**src/rtl/mmio_uart_tx.sv**
```systemverilog
// Memory-mapped 8N1 UART transmitter sitting beside data memory on the store path.
// Word offsets from BASE_ADDR: 0 TXDATA, 1 STATUS, 2 BAUDDIV, 3 CTRL.
// Written bytes queue in a small FIFO; the FSM pops one per frame and serialises it
// LSB first. tx is registered from the FSM state, so the line lags the state by one cycle.
module mmio_uart_tx #(
  parameter int                    ADDR_WIDTH  = 12,
  parameter logic [ADDR_WIDTH-1:0] BASE_ADDR   = 12'hF00,
  parameter int                    FIFO_DEPTH  = 8,
  parameter int                    DEFAULT_DIV = 868
) (
  input  logic                  sysclk,
  input  logic                  rst,
  input  logic [ADDR_WIDTH-1:0] addr,
  input  logic [31:0]           w_data,
  input  logic [3:0]            byte_w_en,
  input  logic                  r_en,
  output logic [31:0]           r_data,
  output logic                  tx,
  output logic                  irq
);

  localparam int PW = $clog2(FIFO_DEPTH);
  localparam int CW = PW + 1;

  typedef enum logic [1:0] {
    ST_IDLE  = 2'd0,
    ST_START = 2'd1,
    ST_DATA  = 2'd2,
    ST_STOP  = 2'd3
  } state_t;

  // ---------------------------------------------------------------- decode
  logic [ADDR_WIDTH-1:0] offset;
  logic                  in_range;
  logic [1:0]            reg_sel;
  logic                  wr_any;
  logic                  push_req;
  logic                  ovf_clr;
  logic                  div_wr;
  logic                  ctrl_wr;

  // Addresses below BASE_ADDR wrap to a large offset and fall out of range.
  assign offset   = addr - BASE_ADDR;
  assign in_range = (offset < ADDR_WIDTH'(4));
  assign reg_sel  = offset[1:0];
  assign wr_any   = in_range && (byte_w_en != 4'b0000);
  assign push_req = wr_any && (reg_sel == 2'd0) && byte_w_en[0];
  assign ovf_clr  = wr_any && (reg_sel == 2'd1) && byte_w_en[0] && w_data[3];
  assign div_wr   = wr_any && (reg_sel == 2'd2) && (byte_w_en[1:0] != 2'b00);
  assign ctrl_wr  = wr_any && (reg_sel == 2'd3) && byte_w_en[0];

  // Only the low half of the store word ever lands in a register.
  logic unused_w_data;
  assign unused_w_data = ^w_data[31:16];

  // ---------------------------------------------------------------- registers
  logic [15:0] div_reg;
  logic        enable_reg;
  logic        irq_en_reg;
  logic        ovf_reg;
  logic [15:0] div_merged;
  logic [15:0] div_next;

  // Byte-lane merge of a BAUDDIV write; lanes not enabled keep their old value.
  for (genvar gi = 0; gi < 2; gi++) begin : g_div_lane
    assign div_merged[gi*8 +: 8] = byte_w_en[gi] ? w_data[gi*8 +: 8] : div_reg[gi*8 +: 8];
  end
  // A divisor of zero would stall the bit timer, so it is promoted to one.
  assign div_next = (div_merged == 16'd0) ? 16'd1 : div_merged;

  // ---------------------------------------------------------------- FIFO
  logic [7:0]    fifo_mem [FIFO_DEPTH];
  logic [PW-1:0] wr_ptr_reg;
  logic [PW-1:0] rd_ptr_reg;
  logic [CW-1:0] count_reg;
  logic          full;
  logic          empty;
  logic          pop;
  logic          push_ok;
  logic          push_drop;
  state_t        state_reg;

  assign full      = (count_reg == CW'(FIFO_DEPTH));
  assign empty     = (count_reg == '0);
  assign pop       = (state_reg == ST_IDLE) && enable_reg && !empty;
  // A pop in the same cycle frees a slot, so a push into a full FIFO still fits.
  assign push_ok   = push_req && (!full || pop);
  assign push_drop = push_req && full && !pop;

  // Software-visible configuration and the sticky overflow flag.
  always_ff @(posedge sysclk) begin
    if (rst) begin
      div_reg    <= 16'(DEFAULT_DIV);
      enable_reg <= 1'b1;
      irq_en_reg <= 1'b0;
      ovf_reg    <= 1'b0;
    end else begin
      if (div_wr) begin
        div_reg <= div_next;
      end
      if (ctrl_wr) begin
        enable_reg <= w_data[0];
        irq_en_reg <= w_data[1];
      end
      if (ovf_clr) begin
        ovf_reg <= 1'b0;
      end
      if (push_drop) begin
        ovf_reg <= 1'b1;
      end
    end
  end

  // FIFO storage: plain write port, no reset so it can map onto RAM.
  always_ff @(posedge sysclk) begin
    if (push_ok) begin
      fifo_mem[wr_ptr_reg] <= w_data[7:0];
    end
  end

  // FIFO pointers and occupancy; depth is a power of two so pointers wrap naturally.
  always_ff @(posedge sysclk) begin
    if (rst) begin
      wr_ptr_reg <= '0;
      rd_ptr_reg <= '0;
      count_reg  <= '0;
    end else begin
      if (push_ok) begin
        wr_ptr_reg <= wr_ptr_reg + PW'(1);
      end
      if (pop) begin
        rd_ptr_reg <= rd_ptr_reg + PW'(1);
      end
      case ({push_ok, pop})
        2'b10:   count_reg <= count_reg + CW'(1);
        2'b01:   count_reg <= count_reg - CW'(1);
        default: count_reg <= count_reg;
      endcase
    end
  end

  // ---------------------------------------------------------------- serialiser
  logic [15:0] timer_reg;
  logic [15:0] div_lat_reg;
  logic [2:0]  bit_idx_reg;
  logic [7:0]  shift_reg;
  logic        tx_reg;

  // Frame FSM; tx_reg follows the state of the previous cycle so the line is glitch-free.
  always_ff @(posedge sysclk) begin
    if (rst) begin
      state_reg   <= ST_IDLE;
      timer_reg   <= 16'd0;
      div_lat_reg <= 16'd1;
      bit_idx_reg <= 3'd0;
      shift_reg   <= 8'd0;
      tx_reg      <= 1'b1;
    end else begin
      case (state_reg)
        ST_IDLE: begin
          tx_reg <= 1'b1;
          if (pop) begin
            shift_reg   <= fifo_mem[rd_ptr_reg];
            timer_reg   <= div_reg;
            div_lat_reg <= div_reg;
            bit_idx_reg <= 3'd0;
            state_reg   <= ST_START;
          end
        end
        ST_START: begin
          tx_reg <= 1'b0;
          if (timer_reg == 16'd1) begin
            timer_reg <= div_lat_reg;
            state_reg <= ST_DATA;
          end else begin
            timer_reg <= timer_reg - 16'd1;
          end
        end
        ST_DATA: begin
          tx_reg <= shift_reg[0];
          if (timer_reg == 16'd1) begin
            timer_reg <= div_lat_reg;
            shift_reg <= {1'b0, shift_reg[7:1]};
            if (bit_idx_reg == 3'd7) begin
              state_reg <= ST_STOP;
            end else begin
              bit_idx_reg <= bit_idx_reg + 3'd1;
            end
          end else begin
            timer_reg <= timer_reg - 16'd1;
          end
        end
        ST_STOP: begin
          tx_reg <= 1'b1;
          if (timer_reg == 16'd1) begin
            state_reg <= ST_IDLE;
          end else begin
            timer_reg <= timer_reg - 16'd1;
          end
        end
        default: begin
          state_reg <= ST_IDLE;
          tx_reg    <= 1'b1;
        end
      endcase
    end
  end

  // ---------------------------------------------------------------- interrupt
  logic irq_reg;

  // Level interrupt: transmitter fully drained and idle, sampled one edge late.
  always_ff @(posedge sysclk) begin
    if (rst) begin
      irq_reg <= 1'b0;
    end else begin
      irq_reg <= irq_en_reg && empty && (state_reg == ST_IDLE);
    end
  end

  // ---------------------------------------------------------------- read port
  logic [31:0] status_word;
  logic [31:0] rd_val;
  logic [31:0] r_data_reg;

  // STATUS and register read mux.
  always_comb begin
    status_word          = 32'd0;
    status_word[0]       = (state_reg != ST_IDLE);
    status_word[1]       = full;
    status_word[2]       = empty;
    status_word[3]       = ovf_reg;
    status_word[8 +: CW] = count_reg;
    rd_val               = 32'd0;
    case (reg_sel)
      2'd1:    rd_val = status_word;
      2'd2:    rd_val = {16'd0, div_reg};
      2'd3:    rd_val = {30'd0, irq_en_reg, enable_reg};
      default: rd_val = 32'd0;
    endcase
  end

  // Registered read data with the same one-cycle latency as data memory; holds when idle.
  always_ff @(posedge sysclk) begin
    if (rst) begin
      r_data_reg <= 32'd0;
    end else if (r_en) begin
      r_data_reg <= in_range ? rd_val : 32'd0;
    end
  end

  assign r_data = r_data_reg;
  assign tx     = tx_reg;
  assign irq    = irq_reg;

endmodule

```
**config.mk**
```make
export PLATFORM = sky130hd
export DESIGN_NAME = mmio_uart_tx
export DESIGN_NICKNAME = d
export VERILOG_FILES = /design/src/rtl/mmio_uart_tx.sv
export SDC_FILE = /design/constraint.sdc
export NUM_CORES = 1
export LEC_CHECK = 0
export CAP_MARGIN = 20
export CORE_UTILIZATION = 30
export CTS_BUF_LIST = sky130_fd_sc_hd__clkbuf_4
export CTS_CLUSTER_DIAMETER = 200
export DETAILED_ROUTE_END_ITERATION = 6
export PLACE_DENSITY_LB_ADDON = 0.3
export SYNTH_ARGS = -nofsm -noshare
export SYNTH_HDL_FRONTEND = slang
export SYNTH_SLANG_ARGS = --single-unit
```
**constraint.sdc**
```tcl
create_clock -name sysclk -period 3.8 [get_ports sysclk]
set_input_delay 0.38 -clock sysclk [delete_from_list [all_inputs] [get_ports sysclk]]
set_output_delay 0.38 -clock sysclk [all_outputs]
set_load 0.02 [all_outputs]
```
==> impl_metrics.py <==
metrics = {
    "power_and_ir_drop": {
        "power.density_nw_per_um2": 641,
        "cellInternalPower_uw": 3190,
        "switching_pwr_uw": 2280,
        "cellLeakagePower_uw": 0.00294,
        "sequentialPowerShare_pct": 40.2,
        "netSwitchingFraction_pct": 41.7,
        "power.combinational.fraction_pct": 42.0,
        "irDropWorstVdd_mv": 0.331,
        "clock_power_share_pct": 17.8,
    },
    "detailed_routing": {
        "antenna_left": 0,
        "post_drt_via_cell_ratio": 5.08,
        "drt-initial-drc-count": 415,
        "detailroute.via_count": 5602,
        "wl_per_cell_um": 16.8,
        "totalWireLength_um": 18500,
        "drc": 0,
        "first_pass_iters": 4,
    },
    "final_layout": {
        "layout_commonest_cell": "dfxtp_1",
        "layoutNonFillerInstCount": 1102,
        "largest_register_ffs": 64,
        "finalNetCount": 826,
        "layout.cells.most_common_list": "dfxtp_1 (95), nand2_1 (74), a21oi_1 (64), edfxtp_1 (64), nor2_1 (54)",
        "area.growth.synth_to_final_pct": 14.8,
        "proportion_of_layout_cells_with_a_drive_suffix_above_1_pct": 12.1,
        "fillCellCount": 2467,
        "largest_register": "fifo_mem",
        "regArea_um2": 3820,
        "multiInputGateArea_um2": 3290,
    },
    "run": {
        "drv.max_cap_violation_count": 0,
    },
    "global_route": {
        "first_pass_grt_wire_length_um": 30100,
        "grt.total_usage_pct": 15.1,
        "antenna_found_initial": 2,
        "globalRoute.totalOverflow": 0,
        "grt_start_max_net_pins": 70,
        "number_of_global_route_vias_before_repair": 5510,
    },
    "timing": {
        "final.period_utilization_pct": 77.5,
        "final-hold-violation-count": 0,
        "fmax_mhz": 340,
        "finalWorstSetupSlack_ns": 0.856,
        "fin_worst_skew_ns": 0.0246,
        "pins_over_their_slew_limit": 0,
        "finalSetupViolCount": 0,
        "tightest_slew_ns": 0.976,
        "final.min_clock_period_ns": 2.94,
        "slew_headroom_pct": 34.7,
        "setup_total_negative_slack_ns": 0,
        "whs_ns": 0.401,
        "rsz0062_at_grt": "no",
    },
    "placement": {
        "place.port_buffers": 50,
        "post-place-ws_ns": 0.778,
        "gp_congestion": 0.804,
        "post-dp-hpwl_um": 12600,
        "dp.cells": 1069,
    },
    "die": {
        "die_wd_um": 159,
        "chip_height_um": 159,
        "io-pin-count": 85,
        "row_count": 57,
        "core-area_um2": 24300,
        "start_util_pct": 30.6,
        "dieArea_um2": 25400,
    },
    "cts": {
        "cts_buffers": 17,
        "tritoncts": "yes",
        "htree_num_levels": 4,
        "post_cts.resized_instances": 0,
        "clk_transition_reported_paths_ns": 0.14,
        "root_buffer": "clkbuf_4",
        "cts.repair_timing.setup_buffer_count": 0,
        "clock-sinks": 159,
        "insertion_delay_ns": 0.56,
        "cts_hold_repair.buffers": 0,
        "max-clock-path-buffers": 2,
    },
    "worst_setup_path": {
        "worstSetupStartpointType": "flop",
        "worstSetupPathType": "reg2reg",
        "timing.critical_path.buf_inv": 0,
        "critical-path-top-delay-family": "simple AND/OR/NAND/NOR gates",
        "timing.critical_path.to_type": "flop",
        "cpMaxStageDelayCell": "or4_1",
        "critPathRequiredTime_ns": 4.26,
        "worst_path_arrival_ns": 3.40,
        "critical-path-max-stage-delay_ns": 0.73,
        "cp_cell_sequence": "or4_1, nor4_4, a31oi_1, mux2i_1, nor4_1",
        "crit_fanout": 13,
    },
    "worst_hold_path": {
        "min-delay-path-class": "in2reg",
    },
    "synth": {
        "asyncSetResetFlopFracSynth_pct": 0,
        "netlist-cell-type-count": 71,
        "synthCells": 720,
        "syn_area_per_cell_um2": 10.3,
        "mappedNetlistArea_um2": 7430,
        "synth.yosys.seq_area_share_pct": 51.4,
        "synth_edf_count": 64,
        "ys_dominant_reg_cell": "dfxtp_1",
        "ys_warn_count": 0,
        "ys_ff_latch": 159,
    },
    "status": {
        "run_status": "complete, no violations",
    },
}
## path summary, 6_finish.rpt
path | slack, ns | from | cells past startpoint | end
max | 0.86 | timer_reg[2] | 5 | timer_reg[14]
min | 0.40 | rst | 4 | enable_reg
max reg2reg | 0.86 | timer_reg[2] | 5 | timer_reg[14]
min reg2reg | 0.45 | shift_reg[1] | 2 | shift_reg[1]
## per-stage QoR
step	util (%)	total power (uW)	instance area, um^2
2_1_floorplan	-	3890	7490
3_3_place_gp	34.0	4510	8270
3_5_place_dp	34.0	4530	8270
4_1_cts	35.1	5520	8530
5_1_grt	35.1	5880	8540
6_report	35.1	5480	8540
## area by class of cell
cell class	instances	area share, %
sequential	159	44.8
multi-input combinational	495	38.5
timing repair buffer	77	8.18
tap	324	4.75
clock buffer	18	1.58
clock inverter	14	1.51
inverter	14	0.616
antenna	1	0.0293
## tightest hold or removal path: cells and delay by family
family | cells | cell delay (ns)
simple gates | 1 | 0.09
buf+inv | 3 | 0.45
## cells by family after synthesis
kind of cell	after synthesis	synth area share [%]
flops	159	51.4
compound gates	157	14.2
mux	45	8.80
other cells	1	0.0504
xor+xnor	12	1.41
simple gates	254	17.1
fa+ha+maj	11	1.85
buf+inv	81	5.17
## per-layer routing
metal | global-route usage [%] | part of all wire, % | vias up
met5 | 0 | 0 | -
met4 | 4.68 | 1.3 | 0
met3 | 2.66 | 3.4 | 20
met2 | 25.0 | 47 | 131
li1 | - | - | 2730
met1 | 20.2 | 48 | 2721
## Yosys cell counts (3+ instances only)
master    number  area [um^2]
a32o_1         3         30.0
ha_1          11          138
and3_1         8         50.1
a311oi_1       3         26.3
nor2_1        54          203
nor4_1         9         56.3
inv_1         13         48.8
a211oi_1       6         45.0
a31oi_1        8         50.1
edfxtp_1      64         1920
a31o_2         3         26.3
or4_1          7         52.6
o31a_1         4         35.0
xor2_1         9         78.8
mux2i_1       26          260
buf_4         16          120
o221ai_1       6         52.6
o31ai_1        4         30.0
a22oi_1        7         52.6
a22o_1         5         43.8
clkbuf_1      42          158
o41ai_1        4         35.0
mux2_2         3         33.8
a21oi_1       64          320
nor3_1        28          140
nand2_1       74          278
nand3_1       18         90.1
o21ai_0        9         45.0
nor2b_1       15         93.8
o21ai_1        8         40.0
o21a_1         3         22.5
nor3b_1        4         30.0
nand4_1        9         56.3
nand2b_1      13         81.3
buf_1          3         11.3
dfxtp_1       95         1900
mux4_2        16          360
xnor2_1        3         26.3
buf_2          4         20.0
## power groups by stage
| stage | combinational, uW | clock, uW | sequential, uW |
|---|---|---|---|
| floorplan | 1760 | 0 | 2130 |
| global placement | 2280 | 0 | 2230 |
| detailed placement | 2290 | 0 | 2240 |
| CTS | 2310 | 1010 | 2200 |
| global route | 2550 | 1090 | 2250 |
| finish | 2300 | 973 | 2200 |
Power figures use the tool's default switching activity.
